**src/rtl/br_pkg.sv**
```systemverilog
// Shared widths, requester IDs and sweep-state encoding for the register-bank write controller.
package br_pkg;
  localparam int NREG_DEF = 32;
  localparam int AW       = 5;
  localparam int DW       = 32;

  typedef enum logic {REQ_ALU = 1'b0, REQ_MEM = 1'b1} req_id_e;
  typedef enum logic {ST_CLEAR = 1'b0, ST_RUN = 1'b1} state_e;
endpackage

```
**src/rtl/rr_arb2.sv**
```systemverilog
// Two-requester round-robin arbiter with one-hot grants; the pointer moves only on a grant.
module rr_arb2
  import br_pkg::*;
(
  input  logic       clk,
  input  logic       rst,
  input  logic       en,
  input  logic [1:0] req,
  output logic [1:0] gnt
);

  req_id_e last_r;

  // Grant selection: a lone requester wins, contention goes to the one not served last
  always_comb begin
    gnt = 2'b00;
    if (en) begin
      case (req)
        2'b01:   gnt = 2'b01;
        2'b10:   gnt = 2'b10;
        2'b11:   gnt = (last_r == REQ_MEM) ? 2'b01 : 2'b10;
        default: gnt = 2'b00;
      endcase
    end else begin
      gnt = 2'b00;
    end
  end

  // Round-robin pointer; reset value makes ALU the favoured requester
  always_ff @(posedge clk) begin
    if (rst) begin
      last_r <= REQ_MEM;
    end else if (gnt[0]) begin
      last_r <= REQ_ALU;
    end else if (gnt[1]) begin
      last_r <= REQ_MEM;
    end else begin
      last_r <= last_r;
    end
  end

endmodule

```
**src/rtl/br_ctrl.sv**
```systemverilog
// Register-bank write-port controller: arbitrates ALU and load writebacks onto one write port.
// Optional post-reset zeroing sweep of the bank is built only when BR_CLEAR_EN is defined.
module br_ctrl
  import br_pkg::*;
#(
  parameter int NREG = NREG_DEF
) (
  input  logic          clk,
  input  logic          rst,
  input  logic          alu_valid,
  input  logic [AW-1:0] alu_rd,
  input  logic [DW-1:0] alu_data,
  output logic          alu_ready,
  input  logic          mem_valid,
  input  logic [AW-1:0] mem_rd,
  input  logic [DW-1:0] mem_data,
  output logic          mem_ready,
  output logic          regWrite,
  output logic [AW-1:0] a3,
  output logic [DW-1:0] wd3,
  output logic          busy
);

  if (NREG < 1 || NREG > (1 << AW)) begin : g_nreg_range
    $error("br_ctrl: NREG must lie in 1..32");
  end

  logic          run_s;
  logic          clear_wr_s;
  logic [AW-1:0] clr_addr_s;
  logic [1:0]    gnt_s;
  logic [AW-1:0] sel_rd_s;
  logic [DW-1:0] sel_data_s;
  logic          reg_write_r;
  logic [AW-1:0] a3_r;
  logic [DW-1:0] wd3_r;

`ifdef BR_CLEAR_EN
  localparam logic [AW-1:0] LAST_ADDR = AW'(NREG - 1);

  state_e        state_r;
  logic [AW-1:0] cnt_r;
  logic          busy_r;

  // Sweep FSM; busy_r tracks the cycles whose registered write is a sweep write
  always_ff @(posedge clk) begin
    if (rst) begin
      state_r <= ST_CLEAR;
      cnt_r   <= '0;
      busy_r  <= 1'b0;
    end else begin
      case (state_r)
        ST_CLEAR: begin
          busy_r <= 1'b1;
          if (cnt_r == LAST_ADDR) begin
            state_r <= ST_RUN;
            cnt_r   <= cnt_r;
          end else begin
            state_r <= ST_CLEAR;
            cnt_r   <= cnt_r + AW'(1);
          end
        end
        ST_RUN: begin
          busy_r  <= 1'b0;
          state_r <= ST_RUN;
          cnt_r   <= cnt_r;
        end
        default: begin
          busy_r  <= 1'b0;
          state_r <= ST_CLEAR;
          cnt_r   <= '0;
        end
      endcase
    end
  end

  assign clear_wr_s = (state_r == ST_CLEAR);
  assign clr_addr_s = cnt_r;
  // Hold off requesters while the final sweep write is still on the port
  assign run_s      = (state_r == ST_RUN) && !busy_r && !rst;
  assign busy       = busy_r;
`else
  assign clear_wr_s = 1'b0;
  assign clr_addr_s = '0;
  assign run_s      = !rst;
  assign busy       = 1'b0;
`endif

  rr_arb2 u_arb (
    .clk (clk),
    .rst (rst),
    .en  (run_s),
    .req ({mem_valid, alu_valid}),
    .gnt (gnt_s)
  );

  assign alu_ready = gnt_s[0];
  assign mem_ready = gnt_s[1];

  // Route the granted requester's destination and data toward the write port
  always_comb begin
    sel_rd_s   = '0;
    sel_data_s = '0;
    if (gnt_s[1]) begin
      sel_rd_s   = mem_rd;
      sel_data_s = mem_data;
    end else if (gnt_s[0]) begin
      sel_rd_s   = alu_rd;
      sel_data_s = alu_data;
    end else begin
      sel_rd_s   = '0;
      sel_data_s = '0;
    end
  end

  // Registered write port; accepted x0 writes leave the port idle and a3/wd3 unchanged
  always_ff @(posedge clk) begin
    if (rst) begin
      reg_write_r <= 1'b0;
      a3_r        <= '0;
      wd3_r       <= '0;
    end else if (clear_wr_s) begin
      reg_write_r <= 1'b1;
      a3_r        <= clr_addr_s;
      wd3_r       <= '0;
    end else if ((|gnt_s) && (sel_rd_s != '0)) begin
      reg_write_r <= 1'b1;
      a3_r        <= sel_rd_s;
      wd3_r       <= sel_data_s;
    end else begin
      reg_write_r <= 1'b0;
      a3_r        <= a3_r;
      wd3_r       <= wd3_r;
    end
  end

  assign regWrite = reg_write_r;
  assign a3       = a3_r;
  assign wd3      = wd3_r;

endmodule

```
**config.mk**
```make
export PLATFORM = sky130hd
export DESIGN_NAME = br_ctrl
export DESIGN_NICKNAME = d
export VERILOG_FILES = /design/src/rtl/br_pkg.sv /design/src/rtl/rr_arb2.sv /design/src/rtl/br_ctrl.sv
export SDC_FILE = /design/constraint.sdc
export NUM_CORES = 1
export LEC_CHECK = 0
export CORE_MARGIN = 8
export CORE_UTILIZATION = 38
export CTS_BUF_LIST = sky130_fd_sc_hd__clkbuf_4
export CTS_CLUSTER_DIAMETER = 60
export DETAILED_ROUTE_END_ITERATION = 12
export PLACE_DENSITY_LB_ADDON = 0.25
export SYNTH_ARGS = -nofsm -noshare
export SYNTH_HDL_FRONTEND = slang
export SYNTH_SLANG_ARGS = --single-unit
```
**constraint.sdc**
```tcl
create_clock -name clk -period 2 [get_ports clk]
set_input_delay 0.2 -clock clk [delete_from_list [all_inputs] [get_ports clk]]
set_output_delay 0.2 -clock clk [all_outputs]
set_load 0.1 [all_outputs]
```
Yosys cells after proc, flatten, opt, wreduce, memory -nomap -nowiden:

Index checks and enable logic that the tools add are counted.

* input bits: 78
* register bits: 39

* reduce and logical (&&, ||, !) cells: 4
* multiplexer cells: 10
* eq/ne operators: 3

Operators with widths (number)
* 32-bit 2-to-1 mux: 2
* 5-bit 2-to-1 mux: 2
* 2-bit one-hot mux with 3 select lines: 1
* 5-bit nonzero test: 1
* 2-bit equality test, second input constant: 2
* 2-bit 2-to-1 mux: 2
* 1-bit 2-to-1 mux: 3
* 2-bit by 1-bit equality test with 1-bit output, second input constant: 1
* 2-bit nonzero test: 1
* 2-bit OR reduction: 1
* 1-bit logical AND: 1

Longest topological paths before layout:

Gate-level depths: netlist (run 1).

* depth after elaboration: 8
* depth in mapped cells: 8

Cells and area by module:

Synthesis (run 1) repeated with hierarchy kept, for this count alone.

* cell total of the unflattened synthesis: 196
* area total of the unflattened synthesis: 1750.4 sq um

Modules (own cells, without submodules)
* br_ctrl: area an instance 1691.6 sq um, cells each 188, times used 1, sequential area each 760.7 sq um
* rr_arb2: area an instance 58.8 sq um, cells each 8, times used 1, sequential area each 20.0 sq um

Worst setup path after synthesis (run 1):

OpenSTA, ideal clock, no wires.

* path kind: flip-flop to flip-flop
* start: register u_arb.last_r
* end: register wd3_r[11] (netlist: wd3[11])
* path slack: -0.486 ns
* clock period less this slack: 2.486 ns
* stages on the path, launching flop included: 7
* path buffers: 1
* data required time: 1.919 ns
* arrival time: 2.405 ns
* library setup time: 0.081 ns
* cell sequence: dfxtp_1 > nand2b_4 > nand2_1 > nor2_1 > clkbuf_1 > a22oi_1 > a211oi_2

* longest elaborated chain between the ends: 7
* elaborated cells between the ends (all ways): 10
* classes of those cells: 7 x mux; 3 x reduce/logical

Ends and longest elaborated chain
* start: declaration: RTL line rr_arb2.sv:12 `req_id_e last_r;`
* start signal: assignment: RTL line rr_arb2.sv:38 `last_r <= last_r;`
* 2-bit 2-to-1 mux *: RTL line rr_arb2.sv:21 `2'b11: gnt = (last_r == REQ_MEM) ? 2'b01 : 2'b10;`
* 2-bit one-hot mux with 3 select lines *: RTL line rr_arb2.sv:18 `case (req)`
* 2-bit 2-to-1 mux *: RTL line rr_arb2.sv:17 `if (en) begin`
* via alu_ready: RTL line br_ctrl.sv:13 `output logic alu_ready,`
* 5-bit 2-to-1 mux: RTL line br_ctrl.sv:107 `end else if (gnt_s[0]) begin`
* 5-bit 2-to-1 mux: RTL line br_ctrl.sv:104 `if (gnt_s[1]) begin`
* 5-bit nonzero test: RTL line br_ctrl.sv:126 `end else if ((|gnt_s) && (sel_rd_s != '0)) begin`
* 1-bit logical AND: RTL line br_ctrl.sv:126
* end signal: assignment: RTL line br_ctrl.sv:129 `wd3_r <= sel_data_s;`
* end signal: assignment: RTL line br_ctrl.sv:133 `wd3_r <= wd3_r;`
* end: declaration: RTL line br_ctrl.sv:36 `logic [DW-1:0] wd3_r;`

Mark *: on every way through the listed nets, which the timed path passes. The rest lies on a longest branch.
A chain may end at the register's enable or synchronous reset.

Final worst setup path (run 1):

* start: input mem_valid
* end: output mem_ready

* longest elaborated chain between the ends: 3
* elaborated cells between the ends (all ways): 5
* classes of those cells: 3 x eq/ne; 2 x mux

Ends and longest elaborated chain
* start: declaration: RTL line br_ctrl.sv:14 `input logic mem_valid,`
* 2-bit equality test / 2-bit by 1-bit equality test with 1-bit output (equally long branches): RTL line rr_arb2.sv:18
* 2-bit one-hot mux with 3 select lines *: RTL line rr_arb2.sv:18
* 2-bit 2-to-1 mux *: RTL line rr_arb2.sv:17
* end: declaration: RTL line br_ctrl.sv:17 `output logic mem_ready,`

Every way passes the cells marked *; elsewhere a longest branch is shown, timed or not.

==> metrics.yaml, run 1 <==
clock_network:
  cts_root_buffer: "clkbuf_4"
  cts_buffers: 5
  tritoncts: "built"
  cts.repair.resized: 0
  cts.sinks: 39
  htree_levels: 2
  cts_buffer_depth: 2
  cts.reportedPaths.clkPinSlew_ns: 0.12
  cts_hold_buf: 0
  post_cts_buffers: 0
  clkLatencyLatePin_ns: 0.34
timing:
  finalMaxSlewViolations: 0
  period_needed_ns: 1.900
  rsz0062_at_grt: "false"
  fin_skew_ns: 0.01100
  hold_viol: 0
  fmax_ghz: 0.5263
  finalWorstSetupSlack_ns: 0.1001
  setup_violations: 0
  timing.final.crit_share: 0.9500
global_routing:
  grt_overflow: 0
  grt_pass1_wl_mm: 10.28
  first_global_vias: 2137
  grt_max_degree: 25
  antenna_found_initial: 0
  track_usage: 0.1668
finish:
  multi_input_area_um2: 1051
  diodes: 0
  finish.net_count: 391
  n_fill_cell: 436
  area_delta_synth_final_pct: 66.77
  regArea_um2: 780.7
  fin_util: 0.6481
  drive_gt1_frac: 0.3439
synth:
  synth_top_area_share: 0.4010
  synthCells: 193
  yosysTopAreaCell: "dfxtp_1"
  syn-num-nets: 271
  ys_seq_area_frac: 0.4010
  ys_types: 27
  async_flop_share: 0
  synth_seq_cells: 39
  ys.flop_type: "dfxtp_1"
  synthTopCellsByArea: "dfxtp_1, a211oi_2, a22oi_1"
  yosys_warnings: 0
  avgSynthCellArea_um2: 10.09
  synth_area_um2: 1947
  synth_edf_count: 0
routing:
  vias: 1973
  drt_first_pass_iters: 4
  routed_via_density: 5.138
  drcViolationCount: 0
  ant_nets: 0
  post_drt_wl_per_cell_um: 16.38
  drt_iter0_markers: 99
  wl_mm: 6.289
floorplanning:
  initial_utilization: 0.3886
  die_area_um2: 7669
  ioPinCount: 119
  num_rows: 26
  die_w_um: 87.58
  fp.dieH_um: 87.58
  placeableCoreArea_um2: 5010
setup_path:
  worstPathArrival_ns: 1.70
  cp_max_fo: 16
  endpoint_kind: "primary output"
  crit_path_top_delay_cell: "clkdlybuf4s50_1"
  critPathTopFamily: "buffers and inverters"
  crit_path_start_kind: "input port"
  crit_required_ns: 1.80
  crit_type: "in2out"
  cp_num_buf_inv: 3
  max_stage_delay_ns: 0.54
  path_cells: "clkdlybuf4s50_1 > a21boi_4 > nor2b_2 > buf_4 > buf_12"
power:
  power.density_nw_per_um2: 801.5
  vdd.ir_drop.worst_mv: 0.3873
  leakage_nw: 1.206
  total_power_mw: 2.602
place:
  io_buffers: 117
  gp_congestion: 0.7668
  pre_cts_ws_ns: -0.1546
  hpwlAfterDp_mm: 4.919
worst_hold_path:
  hp-class: "in2reg"
outcome:
  status: "finished, final reports clean"
flow_run:
  maxCapViolCount: 0
## cells in the mapped netlist (3+ instances only)
master	n
a211oi_1	3
a211oi_2	29
a21oi_1	6
a22oi_1	32
a32oi_2	3
buf_2	3
buf_6	4
clkbuf_1	13
dfxtp_1	39
nor3_1	32
o21ai_0	5
or2_1	3
or3_1	3
## final cells by class
type | instances | share of cell area
well taps | 70 | 0.02697
multi-input cells | 129 | 0.3237
flip-flops and latches | 39 | 0.2405
inverters | 1 | 0.001156
clock buffers | 7 | 0.01618
repair buffers | 137 | 0.3900
clock inverters | 1 | 0.001541
## cell families after synthesis
kind of cell | count (synthesis) | share of synthesized area
compound gates | 83 | 0.4042
simple gates | 45 | 0.1228
flops | 39 | 0.4010
buf+inv | 25 | 0.07004
other cells | 1 | 0.001926
## registers in the layout (all words and copies together), names as in the netlist
| signal | cells |
|---|---|
| wd3 | 32 |
| a3 | 5 |
| regWrite | 1 |
| u_arb.last_r | 1 |
## worst reg2reg max path, cell delays in order (launching register included)
cell and delay, ns:
dfxtp_1 0.37, nand2b_4 0.19, a32oi_1 0.36, a21oi_4 0.12, or2_2 0.37, buf_12 0.17, a211oi_1 0.21
## metal layers
| layer | global-route usage | share of wire | up-vias |
|---|---|---|---|
| met1 | 0.1970 | 0.42 | 913 |
| met2 | 0.2713 | 0.48 | 69 |
| met4 | 0.05156 | 0.0067 | 0 |
| li1 | - | - | 987 |
| met5 | 0 | 0 | - |
| met3 | 0.06473 | 0.095 | 4 |
## placed cells by master (no fill, tap or decap), drive strengths merged
cell type	netlist	routed
a211oi	32	32
a21boi	1	1
a21oi	7	7
a22oi	32	32
a31oi	1	1
a32oi	5	5
buf	10	61
clkbuf	14	7
clkdlybuf4s50	0	76
clkinv	0	1
conb	1	1
dfxtp	39	39
inv	1	1
nand2	2	2
nand2b	2	2
nor2	2	2
nor2b	1	1
nor3	32	32
o21ai	5	5
or2	3	3
or3	3	3
## worst paths after layout
| kind | startpoint | to | slack [ns] | cells past startpoint |
|---|---|---|---|---|
| worst max-delay path | mem_valid | mem_ready | 0.10 | 5 |
| worst min-delay path | rst | a3[4]$_SDFFE_PP0P_ | 0.26 | 2 |
| worst max register to register | u_arb.last_r$_SDFFE_PP1P_ | wd3[22]$_SDFFE_PP0P_ | 0.12 | 6 |
| worst min register to register | a3[3]$_SDFFE_PP0P_ | a3[3]$_SDFFE_PP0P_ | 0.58 | 3 |
## where the power goes
group	internal [mW]	switching, mW
logic	0.411	0.878
registers	0.857	0.0431
clock network	0.164	0.248
total	1.43	1.17
## metrics by stage
step / hold WS (ns) / cells / area, µm² / TNS [ns]
finish: 0.2569 / 384 / 3247 / 0
global route: 0.2554 / 384 / 3247 / 0
CTS: 0.2383 / 384 / 3247 / 0
detailed placement: 0.5565 / 376 / 3189 / -3.716
global placement: 0.5330 / 376 / 3189 / -2.192
floorplan: 0.3375 / 193 / 1949 / 0
Power figures use the tool's default switching activity.
==> inputs of run 2 (changes only) <==
Settings changed: ABC_AREA from default to 1, CORE_UTILIZATION 38 to 40, CTS_CLUSTER_DIAMETER 60 to 150.
==> run 2 against run 1 <==
  * Combinational power is 6% higher
  * Wire length is 4.2% higher
  * First-iteration DRC count is 6.1% lower
  * Sequential power is 1% higher
  * Die area is 4.6% higher
  * Core utilization is 1.1 points higher
  * Clock power hardly changed
  * Synthesized cell count is 93% higher
  * Via count is 22% higher
  * Register-to-register slack better by 0.37 ns
  * Cell count is 46% higher
  * Non-clock buffer count is 9 lower
  * Largest cell class unchanged
  * Largest power group unchanged
==> metrics.yaml, run 2 <==
outcome:
  status: "finished, final reports clean"
global_routing:
  grt_max_degree: 34
  grt_pass1_wl_mm: 10.43
  grt_overflow: 0
  track_usage: 0.1655
  antenna_found_initial: 0
  first_global_vias: 2382
setup_path:
  cp_max_fo: 18
  crit_required_ns: 1.80
  endpoint_kind: "primary output"
  crit_type: "in2out"
  cp_num_buf_inv: 4
  max_stage_delay_ns: 0.52
  crit_path_top_delay_cell: "clkdlybuf4s50_1"
  worstPathArrival_ns: 1.58
  cp_common_cell: "buf_12"
  path_cells: "clkdlybuf4s50_1 > nor2_2 > nand2_1 > inv_1 > buf_12 > buf_12"
  crit_path_start_kind: "input port"
  critPathTopFamily: "buffers and inverters"
routing:
  ant_nets: 0
  drcViolationCount: 0
  drt_first_pass_iters: 4
  post_drt_wl_per_cell_um: 11.72
  wl_mm: 6.551
  drt_iter0_markers: 93
  vias: 2409
  routed_via_density: 4.309
clock_network:
  cts.sinks: 39
  cts_hold_buf: 0
  htree_levels: 2
  cts_root_buffer: "clkbuf_4"
  clkLatencyLatePin_ns: 0.34
  cts_buffer_depth: 2
  tritoncts: "built"
  cts.reportedPaths.clkPinSlew_ns: 0.11
  cts_buffers: 5
synth:
  synth_top_cells_by_count: "nand2_1, nor2_1, inv_1"
  yosysTopAreaCell: "dfxtp_1"
  ys_types: 18
  synthTopCellsByArea: "dfxtp_1, nand2_1, nor2_1"
  synth_edf_count: 0
  syn-num-nets: 451
  synth_area_um2: 2166
  async_flop_share: 0
  yosys_warnings: 0
  ys.flop_type: "dfxtp_1"
  ys_seq_area_frac: 0.3605
  synth.most_common_cell: "nand2_1"
  avgSynthCellArea_um2: 5.807
  synthCells: 373
  synth_top_area_share: 0.3605
  synth_seq_cells: 39
place:
  place_inst: 551
  io_buffers: 117
  gp_congestion: 0.8616
  hpwlAfterDp_mm: 5.332
finish:
  diodes: 0
  multi_input_area_um2: 1050
  largest_reg_flops: 32
  final_common_cell: "nand2_1"
  n_fill_cell: 495
  drive_gt1_frac: 0.1411
  fin_util: 0.6594
  mostFrequentLayoutCells: "nand2_1, clkdlybuf4s50_1, nor2_1, inv_1, buf_4"
  regArea_um2: 780.7
  area_delta_synth_final_pct: 57.48
  finish.net_count: 566
  instances_no_fill: 559
floorplanning:
  die_w_um: 89.59
  ioPinCount: 119
  die_area_um2: 8025
  fp.dieH_um: 89.59
  num_rows: 26
  initial_utilization: 0.4187
  placeableCoreArea_um2: 5172
power:
  total_power_mw: 2.686
  leakage_nw: 1.805
  power.density_nw_per_um2: 787.4
  vdd.ir_drop.worst_mv: 0.3657
timing:
  hold_viol: 0
  timing.hold.ws_ns: 0.4914
  timing.final.crit_share: 0.8881
  fmax_ghz: 0.5630
  period_needed_ns: 1.776
  rsz0062_at_grt: "false"
  fin_skew_ns: 0.01380
  setup_violations: 0
  tns_ns: 0
  finalMaxSlewViolations: 0
flow_run:
  maxCapViolCount: 0
worst_hold_path:
  hp-class: "reg2reg"
-- run 2: changes by cell type in the layout (fill, tap and decap cells not counted), sizes merged, moves of 13 or more --
| cell | delta |
|---|---|
| nand2 | +167 |
| a22oi | -32 |
| nand4 | +13 |
| nor2 | +60 |
| inv | +54 |
| nor3 | -32 |
| a211oi | -32 |
-- run 2: timing repair --
action,CTS,global route
setup endpoints to repair,0,1
resized for setup,0,1
setup buffers,0,0
-- run 2: final timing paths --
| path | from | cells after the start | end | slack, ns |
|---|---|---|---|---|
| worst max register to register | u_arb.last_r$_SDFFE_PP1P_ | 10 | wd3[8]$_SDFFE_PP0P_ | 0.49 |
| worst max-delay path | rst | 6 | alu_ready | 0.22 |
| worst min-delay path | wd3[22]$_SDFFE_PP0P_ | 2 | wd3[22]$_SDFFE_PP0P_ | 0.49 |
| worst min register to register | wd3[22]$_SDFFE_PP0P_ | 2 | wd3[22]$_SDFFE_PP0P_ | 0.49 |
-- run 2: power breakdown --
| group | total, mW | internal, mW | switching, mW | leakage (nW) |
|---|---|---|---|---|
| Combinational | 1.37 | 0.399 | 0.966 | 1.45 |
| Clock | 0.411 | 0.150 | 0.261 | 0.0317 |
| Sequential | 0.909 | 0.865 | 0.0445 | 0.322 |
-- run 2: stage by stage --
stage / setup WS, ns / cell area [µm²]
after floorplan: 0.4035 / 2167
after global placement: 0.1382 / 3351
after detailed placement: 0.04445 / 3351
after CTS: 0.1378 / 3408
after global routing: 0.1236 / 3411
final: 0.2239 / 3411
-- run 2: cells by family (layout without fill, tap and decap cells) --
kind of cell,count (synthesis),count (layout),share of synthesized area
AO/OA/AOI/OAI,7,7,0.01733
buffers and inverters,75,191,0.1560
flip-flops,39,39,0.3605
other,1,1,0.001731
AND/OR/NAND/NOR,251,251,0.4645
-- run 2: metal layers --
layer / share of wire / wire length, µm / GRT usage / up-vias
met1: 0.39 / 2574 / 0.1670 / 1011
met4: 0.020 / 134 / 0.05136 / 0
li1: - / - / - / 1316
met3: 0.080 / 525 / 0.06551 / 13
met2: 0.51 / 3317 / 0.3035 / 69
met5: 0 / 0 / 0 / -
-- run 2: final cells by class --
cell class,instances,area share
repair buffers,128,0.3602
multi-input cells,259,0.3078
flip-flops and latches,39,0.2289
inverters,55,0.06053
well taps,70,0.02568
clock buffers,6,0.01321
clock inverters,2,0.003668
-- run 2: worst min-delay path, stage by stage (launching register included) --
cell     delay (ns)
dfxtp_1        0.33
nor2_1         0.09
nor2_1         0.05
==> inputs of run 3 (changes only) <==
==> constraint.sdc (replaced) <==
create_clock -name clk -period 2 [get_ports clk]
set_input_delay 0.5 -clock clk [delete_from_list [all_inputs] [get_ports clk]]
set_output_delay 0.5 -clock clk [all_outputs]
set_load 0.1 [all_outputs]
==> run 3 against run 2 <==
  * Clock skew fell by 0.0099 ns
  * Combinational power rose by 3%
  * First-iteration DRC count fell by 19%
  * Cell count rose by 1.1%
  * Final area rose by 4.3%
  * Fmax fell by 2.5%
  * Clock power rose by 26%
  * Count of clock-buffer cells in the layout fell by 1
  * Via count rose by 2.2%
  * Core utilization rose by 2.9 points
  * Hold slack barely moved
  * Critical endpoint unchanged
  * Highest routed layer unchanged
==> metrics.yaml, run 3 (same netlist as run 2, synthesis figures left out) <==
outcome:
  status: "finished, final reports clean"
routing:
  wl_mm: 6.639
  drt_first_pass_iters: 4
  post_drt_wl_per_cell_um: 11.75
  ant_nets: 0
  drt_iter0_markers: 75
  routed_via_density: 4.356
  vias: 2461
  drcViolationCount: 0
timing:
  setup_violations: 0
  tns_ns: 0
  fin_skew_ns: 0.003934
  hold_viol: 0
  timing.final.crit_share: 0.9106
  finalMaxSlewViolations: 0
  fmax_ghz: 0.5491
  rsz0062_at_grt: "false"
  period_needed_ns: 1.821
setup_path:
  crit_type: "in2out"
  cp_num_buf_inv: 4
  endpoint_kind: "primary output"
  worstPathArrival_ns: 1.32
  max_stage_delay_ns: 0.26
  crit_path_start_kind: "input port"
  crit_path_top_delay_cell: "dlygate4sd2_1"
  reg2reg_to: "wd3[22]$_SDFFE_PP0P_"
  timing.rr.start: "u_arb.last_r$_SDFFE_PP1P_"
  critPathTopFamily: "buffers and inverters"
  crit_required_ns: 1.50
  r2r_cells: 12
  path_cells: "dlygate4sd2_1 > inv_1 > nor2_2 > nand2_1 > inv_2 > buf_12"
  rrSetupSlack_ns: 0.44
  cp_max_fo: 3
floorplanning:
  die_area_um2: 8025
  num_rows: 26
  fp.dieH_um: 89.59
  placeableCoreArea_um2: 5172
  initial_utilization: 0.4187
  ioPinCount: 119
  die_w_um: 89.59
global_routing:
  track_usage: 0.1648
  first_global_vias: 2288
  grt_max_degree: 37
  antenna_found_initial: 0
  grt_pass1_wl_mm: 10.28
  grt_overflow: 0
finish:
  fin_util: 0.6880
  final_cell_area_um2: 3558
  n_fill_cell: 476
  finish.net_count: 572
  area_delta_synth_final_pct: 64.30
  largest_reg_flops: 32
  drive_gt1_frac: 0.1576
  mostFrequentLayoutCells: "nand2_1, clkdlybuf4s50_1, nor2_1, inv_1, buf_4"
  diodes: 0
  instances_no_fill: 565
  multi_input_area_um2: 1055
  final_common_cell: "nand2_1"
  regArea_um2: 780.7
place:
  io_buffers: 117
  hpwlAfterDp_mm: 5.265
  place_inst: 554
  placed_area_um2: 3448
  gp_congestion: 0.8803
clock_network:
  htree_levels: 2
  cts.sinks: 39
  cts_root_buffer: "clkbuf_4"
  tritoncts: "built"
  clkLatencyLatePin_ns: 0.34
  cts_buffer_depth: 2
  cts.reportedPaths.clkPinSlew_ns: 0.11
  cts_buffers: 5
power:
  p_int_mw: 1.567
  vdd.ir_drop.worst_mv: 0.4107
  leakage_nw: 1.882
  seq_power_share: 0.323
  power_switching_share: 0.4500
  power.density_nw_per_um2: 800.7
  p_sw_mw: 1.282
  p_clk_frac: 0.181
  power_frac_comb: 0.496
worst_hold_path:
  whs_endpoint: "wd3[29]$_SDFFE_PP0P_"
  worst_hold_startpoint: "wd3[29]$_SDFFE_PP0P_"
  hp-class: "reg2reg"
  min_path_cells: 2
flow_run:
  maxCapViolCount: 0
-- run 3: worst max-delay path by stage --
| stage | end | start | slack, ns | depth (start not counted) |
|---|---|---|---|---|
| 2_1_floorplan | alu_ready | alu_valid | 0.07 | 5 |
| 3_3_place_gp | wd3[2]$_SDFFE_PP0P_ | rst | -0.12 | 10 |
| 3_5_place_dp | wd3[16]$_SDFFE_PP0P_ | alu_valid | -0.16 | 12 |
| 4_1_cts | alu_ready | rst | 0.02 | 5 |
| 5_1_grt | alu_ready | alu_valid | 0.11 | 6 |
| 6_report | alu_ready | alu_valid | 0.18 | 6 |
-- run 3: final cells by class --
type | instances | area share
well taps | 70 | 0.02461
clock buffers | 5 | 0.01055
flip-flops and latches | 39 | 0.2194
multi-input cells | 259 | 0.2964
repair buffers | 134 | 0.3801
inverters | 55 | 0.05802
clock inverters | 3 | 0.01090
-- run 3: timing repair --
action                     in CTS  in global routing
resized for setup               6                  2
gates cloned                    0                  0
buffers inserted                2                  1
pin swaps                       0                  2
hold buffers                    0                  0
setup endpoints to repair       2                  2
-- run 3: worst min-delay path, delay by kind of cell (launching register included) --
| family | cells | cell delay, ns |
|---|---|---|
| and+or+nand+nor | 2 | 0.14 |
| DFF | 1 | 0.33 |
-- run 3: stage by stage --
step	hold slack (ns)	total power, mW	setup slack [ns]
2_1_floorplan	0.4702	1.913	0.07262
3_3_place_gp	0.4633	2.333	-0.1184
3_5_place_dp	0.4739	2.350	-0.1640
4_1_cts	0.4935	2.878	0.01738
5_1_grt	0.5134	3.000	0.1098
6_report	0.4916	2.849	0.1787
-- run 3: metal layers --
layer	track usage	up-vias	routed length, µm
met3	0.05823	10	523
li1	-	1332	-
met1	0.1645	1047	2462
met5	0	-	0
met4	0.05589	0	125
met2	0.3075	72	3527
-- run 3: power by group through the flow --
stage                     clock network [mW]  registers, mW  logic (mW)
after floorplan                            0           1.54       0.371
after global placement                     0          0.933        1.40
after detailed placement                   0          0.937        1.41
after CTS                              0.536          0.921        1.42
after global routing                   0.570          0.931        1.50
final                                  0.517          0.920        1.41
